**src/rtl/display_pkg.sv**
```systemverilog
// Shared display definitions: conversion FSM states, 7-segment digit table and
// the double-dabble nibble correction used by the binary-to-BCD converter.
package display_pkg;

    typedef enum logic [1:0] {IDLE, SHIFT, UPDATE} conv_state_t;

    // Active-high patterns, bit order {g,f,e,d,c,b,a}
    localparam logic [6:0] SEG_DIGIT [10] = '{
        7'h3F, 7'h06, 7'h5B, 7'h4F, 7'h66,
        7'h6D, 7'h7D, 7'h07, 7'h7F, 7'h6F
    };

    localparam logic [6:0] SEG_BLANK = 7'h00;

    function automatic logic [3:0] add3_if_ge5(input logic [3:0] nibble);
        return (nibble >= 4'd5) ? nibble + 4'd3 : nibble;
    endfunction

endpackage

```
**src/rtl/bin_to_seg3_seq_if.sv**
```systemverilog
// Input handshake plus converted BCD/segment outputs of the binary-to-7-segment
// converter; slave is the converter side, master the producer/consumer side.
interface bin_to_seg3_seq_if #(
    parameter int WIDTH = 8
);
    logic             in_valid;
    logic             in_ready;
    logic [WIDTH-1:0] in_value;
    logic             out_valid;
    logic [11:0]      bcd;
    logic [6:0]       seg_centenas;
    logic [6:0]       seg_decenas;
    logic [6:0]       seg_unidades;

    modport master (
        output in_valid, in_value,
        input  in_ready, out_valid, bcd, seg_centenas, seg_decenas, seg_unidades
    );

    modport slave (
        input  in_valid, in_value,
        output in_ready, out_valid, bcd, seg_centenas, seg_decenas, seg_unidades
    );
endinterface

```
**src/rtl/seg7_encode.sv**
```systemverilog
// Combinational BCD digit to 7-segment encoder with blanking and optional
// active-low inversion; non-decimal codes render as blank.
module seg7_encode
    import display_pkg::*;
(
    input  logic [3:0] digit,
    input  logic       blank,
    input  logic       active_low,
    output logic [6:0] seg
);
    logic [6:0] raw;

    always_comb begin
        raw = SEG_BLANK;
        if (!blank) begin
            for (int i = 0; i < 10; i++) begin
                if (digit == 4'(i)) raw = SEG_DIGIT[i];
            end
        end
        seg = raw ^ {7{active_low}};
    end
endmodule

```
**src/rtl/bin_to_seg3_seq.sv**
```systemverilog
// Sequential binary to 3-digit BCD / 7-segment converter using double-dabble,
// one bit per cycle, with outputs that only change on the UPDATE cycle.
module bin_to_seg3_seq
    import display_pkg::*;
#(
    parameter int WIDTH          = 8,
    parameter int SEG_ACTIVE_LOW = 0,
    parameter int BLANK_LZ       = 0
) (
    input  logic              clk,
    input  logic              reset,
    bin_to_seg3_seq_if.slave  bus
);
    localparam logic       ACTIVE_LOW = (SEG_ACTIVE_LOW != 0);
    localparam logic [6:0] SEG_INV    = ACTIVE_LOW ? 7'h7F : 7'h00;
    localparam logic [6:0] SEG_ZERO   = SEG_DIGIT[0] ^ SEG_INV;
    // Leading digits come out of reset blank when leading-zero blanking is on
    localparam logic [6:0] SEG_LEAD   = ((BLANK_LZ != 0) ? SEG_BLANK : SEG_DIGIT[0]) ^ SEG_INV;

    conv_state_t      state_reg, state_next;
    logic [WIDTH-1:0] bin_reg;
    logic [11:0]      acc_reg;
    logic [3:0]       cnt_reg;
    logic [11:0]      bcd_reg;
    logic             out_valid_reg;
    logic [6:0]       seg_reg [3];

    logic [11:0]      acc_adj;
    logic             blank [3];
    logic [6:0]       seg_enc [3];

    always_ff @(posedge clk) begin
        if (reset) state_reg <= IDLE;
        else       state_reg <= state_next;
    end

    always_comb begin
        state_next = state_reg;
        case (state_reg)
            IDLE:    if (bus.in_valid) state_next = SHIFT;
            SHIFT:   if (cnt_reg == 4'd0) state_next = UPDATE;
            UPDATE:  state_next = IDLE;
            default: state_next = IDLE;
        endcase
    end

    assign blank[2] = (BLANK_LZ != 0) && (acc_reg[11:8] == 4'd0);
    assign blank[1] = (BLANK_LZ != 0) && (acc_reg[11:8] == 4'd0) && (acc_reg[7:4] == 4'd0);
    assign blank[0] = 1'b0;

    generate
        for (genvar gi = 0; gi < 3; gi++) begin : g_digit
            assign acc_adj[gi*4 +: 4] = add3_if_ge5(acc_reg[gi*4 +: 4]);

            seg7_encode u_enc (
                .digit      (acc_reg[gi*4 +: 4]),
                .blank      (blank[gi]),
                .active_low (ACTIVE_LOW),
                .seg        (seg_enc[gi])
            );
        end
    endgenerate

    always_ff @(posedge clk) begin
        if (reset) begin
            bin_reg       <= '0;
            acc_reg       <= '0;
            cnt_reg       <= '0;
            bcd_reg       <= '0;
            out_valid_reg <= 1'b0;
            seg_reg[2]    <= SEG_LEAD;
            seg_reg[1]    <= SEG_LEAD;
            seg_reg[0]    <= SEG_ZERO;
        end else begin
            out_valid_reg <= 1'b0;
            case (state_reg)
                IDLE: begin
                    if (bus.in_valid) begin
                        bin_reg <= bus.in_value;
                        acc_reg <= '0;
                        cnt_reg <= 4'(WIDTH - 1);
                    end
                end
                SHIFT: begin
                    acc_reg <= {acc_adj[10:0], bin_reg[WIDTH-1]};
                    bin_reg <= bin_reg << 1;
                    cnt_reg <= cnt_reg - 4'd1;
                end
                UPDATE: begin
                    bcd_reg       <= acc_reg;
                    out_valid_reg <= 1'b1;
                    for (int i = 0; i < 3; i++) seg_reg[i] <= seg_enc[i];
                end
                default: ;
            endcase
        end
    end

    assign bus.in_ready     = (state_reg == IDLE);
    assign bus.out_valid    = out_valid_reg;
    assign bus.bcd          = bcd_reg;
    assign bus.seg_centenas = seg_reg[2];
    assign bus.seg_decenas  = seg_reg[1];
    assign bus.seg_unidades = seg_reg[0];
endmodule

```
**src/flat_wrapper.sv**
```systemverilog
// flat-port wrapper written by rule: the top's interface ports become plain ports
module bin_to_seg3_seq_flat import display_pkg::*;
#(
    parameter int WIDTH          = 8,
    parameter int SEG_ACTIVE_LOW = 0,
    parameter int BLANK_LZ       = 0
)
  (clk, reset, bus_in_valid, bus_in_value, bus_in_ready, bus_out_valid, bus_bcd, bus_seg_centenas, bus_seg_decenas, bus_seg_unidades);
  bin_to_seg3_seq_if #(.WIDTH(WIDTH)) bus_i ();
  input  logic clk;
  input  logic reset;
  input wire logic [$bits(bus_i.in_valid)-1:0] bus_in_valid;
  input wire logic [$bits(bus_i.in_value)-1:0] bus_in_value;
  output wire logic [$bits(bus_i.in_ready)-1:0] bus_in_ready;
  output wire logic [$bits(bus_i.out_valid)-1:0] bus_out_valid;
  output wire logic [$bits(bus_i.bcd)-1:0] bus_bcd;
  output wire logic [$bits(bus_i.seg_centenas)-1:0] bus_seg_centenas;
  output wire logic [$bits(bus_i.seg_decenas)-1:0] bus_seg_decenas;
  output wire logic [$bits(bus_i.seg_unidades)-1:0] bus_seg_unidades;
  assign bus_i.in_valid = bus_in_valid;
  assign bus_i.in_value = bus_in_value;
  assign bus_in_ready = bus_i.in_ready;
  assign bus_out_valid = bus_i.out_valid;
  assign bus_bcd = bus_i.bcd;
  assign bus_seg_centenas = bus_i.seg_centenas;
  assign bus_seg_decenas = bus_i.seg_decenas;
  assign bus_seg_unidades = bus_i.seg_unidades;
  bin_to_seg3_seq #(.WIDTH(WIDTH), .SEG_ACTIVE_LOW(SEG_ACTIVE_LOW), .BLANK_LZ(BLANK_LZ)) u_core (.clk(clk), .reset(reset), .bus(bus_i));
endmodule
```
**config.mk**
```make
export PLATFORM = sky130hd
export DESIGN_NAME = bin_to_seg3_seq_flat
export DESIGN_NICKNAME = d
export VERILOG_FILES = /design/src/rtl/display_pkg.sv /design/src/rtl/bin_to_seg3_seq_if.sv /design/src/rtl/seg7_encode.sv /design/src/rtl/bin_to_seg3_seq.sv /design/src/flat_wrapper.sv
export SDC_FILE = /design/constraint.sdc
export NUM_CORES = 1
export LEC_CHECK = 0
export BUFFER_PORTS_ARGS = -buffer_cell sky130_fd_sc_hd__buf_2
export CORE_ASPECT_RATIO = 1.4
export CORE_MARGIN = 4
export CORE_UTILIZATION = 50
export DETAILED_ROUTE_END_ITERATION = 12
export PLACE_DENSITY = 0.75
export SLEW_MARGIN = 15
export SYNTH_ARGS = -nofsm -noshare
export SYNTH_HDL_FRONTEND = slang
export SYNTH_HIERARCHICAL = 1
export SYNTH_SLANG_ARGS = --single-unit
```
**constraint.sdc**
```tcl
create_clock -name clk -period 1.86 [get_ports clk]
set_clock_uncertainty 0.15 [all_clocks]
set_input_delay 0.093 -clock clk [delete_from_list [all_inputs] [get_ports clk]]
set_output_delay 0.093 -clock clk [all_outputs]
set_load 0.005 [all_outputs]
```
==> results by group, run 1 <==
Outcome
  • Status: completed

Setup path
  • Worst Path Arrival: 1.67 ns
  • Crit path max fanout: 8
  • CP startpoint kind: register
  • Setup CP Type: register to register
  • Critical path endpoint category: register
  • FF-to-FF End: u_core/seg_reg[0][7]$_SDFFCE_PN1P_
  • Flop2flop setup slack: 0.12 ns
  • CP required: 1.79 ns
  • Reg2Reg Depth: 5
  • Worst r2r src: u_core/acc_reg[4]$_SDFFE_PP0P_

Clocking
  • Clk slew on worst S/H paths: 0.06 ns
  • Clk buf depth: 2
  • Post-CTS setup buffer count: 0
  • Root buffer cell: clkbuf_8
  • Clk Latency, worst-skew pair: 0.34 ns
  • CTS H-tree depth: 3
  • CTS tree: yes
  • TritonCTS Buffers: 9
  • CTS Sinks: 60

Run
  • Max-cap viol count: 0

Route
  • Via count: 2848
  • Vias per cell: 5.26
  • Remaining antenna violation count: 0
  • Starting DRT DRC Count: 221
  • Drt drc: 0
  • First-pass iteration count of the detailed router: 4
  • Final WL: 7.11 mm
  • DR WL/cell: 13.1 um

Timing
  • Worst slew pin tran: 0.801 ns
  • Min Clock Period, post-route: 1.74 ns
  • Final-report hold violation count: 0
  • Setup TNS: 0 ns
  • Hold_ws: 0.0436 ns
  • Max Clk Rate: 574 MHz
  • Slew Viols, Final: 0
  • Final period utilization: 93.7%
  • # setup viols final: 0
  • RSZ-0062 raised after global routing: no
  • Slew margin rel.: 46.6%

Synth
  • Syn Area/Cell: 9.84 um2
  • Mapped Cells: 351
  • Post-Syn Area: 3450 um2
  • Area leader, netlist: dfxtp_1
  • EDFF count, synth: 21
  • Top cells by area, synth: dfxtp_1, edfxtp_1, a22o_1
  • Most used DFF post-synth: dfxtp_1
  • Synth top area share: 22.6%
  • Sequential area share after synthesis: 40.9%
  • Yosys reg bits: 60
  • Ys async rst share: 0%
  • Synth unique cells: 62
  • Warnings, synthesis: 6

Pwr
  • Pleak: 0.00172 uW
  • Total Power: 2930 uW
  • Worst-case vdd ir drop: 0.573 mV
  • Pwr per Cell Area: 699 nW/um2

Cells and area
  • Final core occ: 63.1%
  • Nets: 462
  • Max reg flops: 21
  • Share of layout cells above drive strength 1: 29.2%
  • Synthesis-to-finish area growth: 21.6%
  • Filler Cell Count: 586
  • Most frequent cells in the layout: buf_2, dfxtp_1, conb_1, buf_4, nor2_1
  • Diodes inserted: 0
  • Most common cell after layout, fill and taps aside: buf_2

Global routing
  • Grt ovf: 0
  • GRT Resource Usage Total: 17.8%
  • Initial antenna violation count: 0
  • Vias in the first global route: 2696
  • Largest net degree at the start of global routing: 28
  • First-pass GRT wire length: 12.0 mm

Die
  • Die width: 78.3 um
  • Core ar.: 6660 um2
  • # IOs: 46
  • Die area: 8320 um2
  • Starting Density: 51.9%
  • Std-Cell Rows: 35
  • Die Ht: 106 um

Placement
  • GP Congestion: 0.764
  • Final HPWL from detailed placement: 5.12 mm
  • # port buffers: 45

Hold path
  • Cell count of the worst hold path: 5
  • HP Start: bus_in_value[6]
  • WHS Endpoint: u_core/bin_reg[6]$_SDFFE_PP0P_
  • Worst Hold Class: input pin to register
## routing by layer
metal | up-vias | routed length (um) | global-route usage (%)
met5 | - | 0 | 0
met1 | 1333 | 3000 | 20.1
li1 | 1436 | - | -
met2 | 63 | 3640 | 31.3
met4 | 0 | 156 | 8.00
met3 | 16 | 312 | 4.32
## cell families after synthesis
kind of cell	count (synthesis)	synth area share (%)
compound gates	111	25.7
xor+xnor	24	6.08
fa+ha+maj	7	2.54
buf+inv	42	6.77
flops	60	40.9
mux	5	1.52
other cells	1	0.109
simple gates	101	16.4
## final cells by class
cell class / instances / area (um2) / share of cell area (%)
clock buffer: 11 / 141 / 3.37
clock inverter: 5 / 51.3 / 1.22
inverter: 15 / 56.3 / 1.34
multi-input combinational: 279 / 1930 / 45.9
sequential: 60 / 1420 / 33.8
tap: 92 / 115 / 2.74
timing repair buffer: 79 / 488 / 11.6
## Yosys cell counts, drive strengths merged, types with 3 or more instances
cell type	number
edfxtp	21
a211oi	6
a22oi	5
a221oi	4
ha	7
or3	19
a21o	8
or2	5
xor2	18
a22o	20
clkbuf	5
mux2i	3
o21bai	6
nand2	3
nand2b	7
inv	15
and2	8
o211ai	6
nor2	32
nor3	9
nand3	5
o21ai	10
dfxtp	39
buf	22
a2111oi	5
xnor2	6
a21oi	26
nor2b	7
o22ai	3
## report_power, final
| part | leakage, uW | switching [uW] | internal (uW) |
|---|---|---|---|
| Clock | 0.0000967 | 510 | 646 |
| Combinational | 0.00115 | 206 | 143 |
| Sequential | 0.000477 | 28.9 | 1400 |
## metrics by stage
step,setup slack [ns],area (um2),instances
floorplan,0.0406,3570,381
global placement,0.0591,3960,522
detailed placement,-0.0180,3960,522
CTS,0.00215,4190,541
global route,0.0107,4200,541
finish,0.117,4200,541
## what timing repair did
item / in CTS / in global routing
hold buffers: 3 / 0
pin swaps: 0 / 0
gates resized for setup: 1 / 8
endpoints found under the setup margin: 2 / 21
cloned: 0 / 0
endpoints found under the hold margin: 3 / 0
## worst max-delay path by stage
stage / slack (ns) / endpoint / startpoint / cells after the start
2_1_floorplan: 0.04 / u_core/seg_reg[0][10]$_SDFFCE_PN1P_ / u_core/acc_reg[7]$_SDFFE_PP0P_ / 5
3_3_place_gp: 0.06 / u_core/acc_reg[6]$_SDFFE_PP0P_ / u_core/acc_reg[5]$_SDFFE_PP0P_ / 6
3_5_place_dp: -0.02 / u_core/acc_reg[10]$_SDFFE_PP0P_ / u_core/acc_reg[9]$_SDFFE_PP0P_ / 6
5_1_grt: 0.01 / u_core/acc_reg[6]$_SDFFE_PP0P_ / u_core/acc_reg[5]$_SDFFE_PP0P_ / 6
4_1_cts: 0.002 / u_core/seg_reg[0][14]$_SDFFCE_PN1P_ / u_core/acc_reg[11]$_SDFFE_PP0P_ / 4
6_report: 0.12 / u_core/seg_reg[0][7]$_SDFFCE_PN1P_ / u_core/acc_reg[4]$_SDFFE_PP0P_ / 5
## critical path, cell delays in order, from the launching register on
cell and delay, ns:
dfxtp_1 0.39, buf_4 0.20, a21oi_1 0.18, o32ai_2 0.10
xor2_1 0.14, or3_1 0.34
No activity file was read; power rests on OpenSTA's default activity.
==> run 2: changes to the inputs <==
REMOVE_ABC_BUFFERS = 1   (was default)
==> run 2 against run 1 <==
Compared with the run above: final cell count is 0.18% lower; first-iteration DRC count shrank 24%; cell area rose by 0.45%; worst setup slack worse by 0.027 ns; critical path depth up 1; utilization increased by 0.28 points; maximum frequency is 1.6% lower; non-clock buffer count down 1; sequential share of layout area is 0.21 points lower; combinational power grew 3%; die area did not move; clock-buffer cell count is 1 lower.
==> results by group, run 2 (synthesis gave the netlist of run 1 again) <==
Route
  • Vias per cell: 5.29
  • Remaining antenna violation count: 0
  • Final WL: 7.27 mm
  • First-pass iteration count of the detailed router: 4
  • Starting DRT DRC Count: 169
  • DR WL/cell: 13.5 um
  • Via count: 2859
  • Drt drc: 0

Setup path
  • FF-to-FF End: u_core/seg_reg[0][3]$_SDFFCE_PN1P_
  • Worst setup startpoint: u_core/acc_reg[2]$_SDFFE_PP0P_
  • Max stage delay on crit path: 0.35 ns
  • Worst Path Arrival: 1.71 ns
  • Setup CP Type: register to register
  • CP required: 1.80 ns
  • CP cell instances: buf_4 -> nor3b_2 -> nor2b_1 -> o21ai_2 -> xnor2_1 -> or3_1
  • WP depth: 6
  • Critical Path Sink: u_core/seg_reg[0][3]$_SDFFCE_PN1P_
  • Crit path max fanout: 6
  • Critical path endpoint category: register
  • Worst path bufs/invs: 1
  • Worst r2r src: u_core/acc_reg[2]$_SDFFE_PP0P_
  • Reg2Reg Depth: 6
  • CP startpoint kind: register
  • Top cell family by delay on the critical path: simple AND/OR/NAND/NOR gates
  • Flop2flop setup slack: 0.09 ns
  • Slowest cell on crit path: dfxtp_1

Cells and area
  • Filler Cell Count: 603
  • Max reg flops: 21
  • Fin cells: 540
  • Most frequent cells in the layout: buf_2, dfxtp_1, conb_1
  • Nets: 461
  • Final instance area: 4220 um2
  • Share of layout cells above drive strength 1: 29.0%
  • Most common cell after layout, fill and taps aside: buf_2
  • Diodes inserted: 0
  • Synthesis-to-finish area growth: 22.1%

Pwr
  • Worst-case vdd ir drop: 0.351 mV
  • Pleak: 0.00171 uW
  • Pwr per Cell Area: 694 nW/um2

Clocking
  • Clk slew on worst S/H paths: 0.07 ns
  • Root buffer cell: clkbuf_8
  • Clk buf depth: 2
  • CTS H-tree depth: 3
  • Post-CTS setup buffer count: 0
  • TritonCTS Buffers: 9
  • CTS tree: yes
  • Clk Latency, worst-skew pair: 0.34 ns
  • CTS Sinks: 60

Die
  • Starting Density: 51.9%
  • Std-Cell Rows: 35
  • Core ar.: 6660 um2
  • Die Ht: 106 um
  • # IOs: 46
  • Die width: 78.3 um
  • Die area: 8320 um2

Timing
  • RSZ-0062 raised after global routing: no
  • Final period utilization: 95.2%
  • Min Clock Period, post-route: 1.77 ns
  • Final-report hold violation count: 0
  • # setup viols final: 0
  • Slew Viols, Final: 0
  • Max Clk Rate: 565 MHz

Global routing
  • Initial antenna violation count: 0
  • Most Crowded Layer GR: met2
  • Grt ovf: 0
  • Met3 Track Usage GR: 2.80%
  • First-pass GRT wire length: 12.5 mm
  • Met1 Resource Use GR: 21.1%
  • Vias in the first global route: 2787
  • Met2 Usage GRT: 33.9%
  • Largest net degree at the start of global routing: 22
  • GRT Resource Usage Total: 18.7%

Outcome
  • Status: completed

Placement
  • Final HPWL from detailed placement: 5.12 mm
  • GP Congestion: 0.763
  • Placed cell area: 3980 um2
  • # port buffers: 45
  • Placed cells: 521

Hold path
  • Worst Hold Class: input pin to register

Run
  • Max-cap viol count: 0
run 2: changes by cell type in the layout (fill, tap and decap cells not counted):
cell / before / now
dfxtp_2: 8 / 6
clkinvlp_4: 1 / 4
buf_4: 31 / 28
clkinv_1: 1 / 0
buf_12: 0 / 2
clkinv_2: 2 / 1
clkbuf_8: 10 / 9
dfxtp_1: 31 / 33
a21oi_2: 2 / 3
a21oi_1: 24 / 23
run 2: per-layer routing:
metal	wire [um]	part of all wire [%]
met1	3140	43
met2	3670	51
met3	297	4.1
met4	151	2.1
met5	0	0
run 2: worst min-delay path by stage:
| stage | start | to | slack (ns) | depth (start not counted) |
|---|---|---|---|---|
| finish | bus_in_value[6] | u_core/bin_reg[6]$_SDFFE_PP0P_ | 0.03 | 5 |
| global route | bus_in_value[1] | u_core/bin_reg[1]$_SDFFE_PP0P_ | 0.08 | 4 |
| CTS | bus_in_value[6] | u_core/bin_reg[6]$_SDFFE_PP0P_ | 0.02 | 5 |
| detailed placement | bus_in_value[3] | u_core/bin_reg[3]$_SDFFE_PP0P_ | 0.26 | 3 |
| global placement | bus_in_value[3] | u_core/bin_reg[3]$_SDFFE_PP0P_ | 0.25 | 3 |
| floorplan | reset | u_core/bin_reg[2]$_SDFFE_PP0P_ | 0.01 | 1 |
run 2: repair_timing:
action	CTS	global route
gates resized for setup	2	6
hold endpoints to repair	5	0
endpoints found under the setup margin	3	14
hold buffers	3	0
run 2: layout make-up:
type | instances | area [um2] | area share [%]
Clock inverter | 6 | 65.1 | 1.54
Clock buffer | 10 | 128 | 3.03
Inverter | 15 | 56.3 | 1.33
Timing Repair Buffer | 78 | 505 | 12.0
Multi-Input combinational cell | 279 | 1930 | 45.7
Tap cell | 92 | 115 | 2.73
Sequential cell | 60 | 1420 | 33.6
run 2: worst reg2reg max path, stage by stage (launching register included):
cell	delay, ns
dfxtp_1	0.35
buf_4	0.17
nor3b_2	0.23
nor2b_1	0.09
o21ai_2	0.13
xnor2_1	0.07
or3_1	0.34
run 2: through the flow:
stage / setup WS (ns) / setup TNS (ns) / hold slack, ns / total power [uW] / util, %
floorplan: -0.292 / -6.31 / 0.0119 / 1690 / -
global placement: 0.0472 / 0 / 0.247 / 1790 / 59.8
detailed placement: -0.0445 / -0.0695 / 0.263 / 1800 / 59.8
CTS: 0.0360 / 0 / 0.0150 / 2950 / 63.2
global route: 0.00236 / 0 / 0.0841 / 3050 / 63.4
finish: 0.0898 / 0 / 0.0285 / 2930 / 63.4
run 2: power by group:
| part | internal (uW) | switching [uW] |
|---|---|---|
| Clock | 615 | 527 |
| Combinational | 147 | 211 |
| Sequential | 1400 | 29.5 |
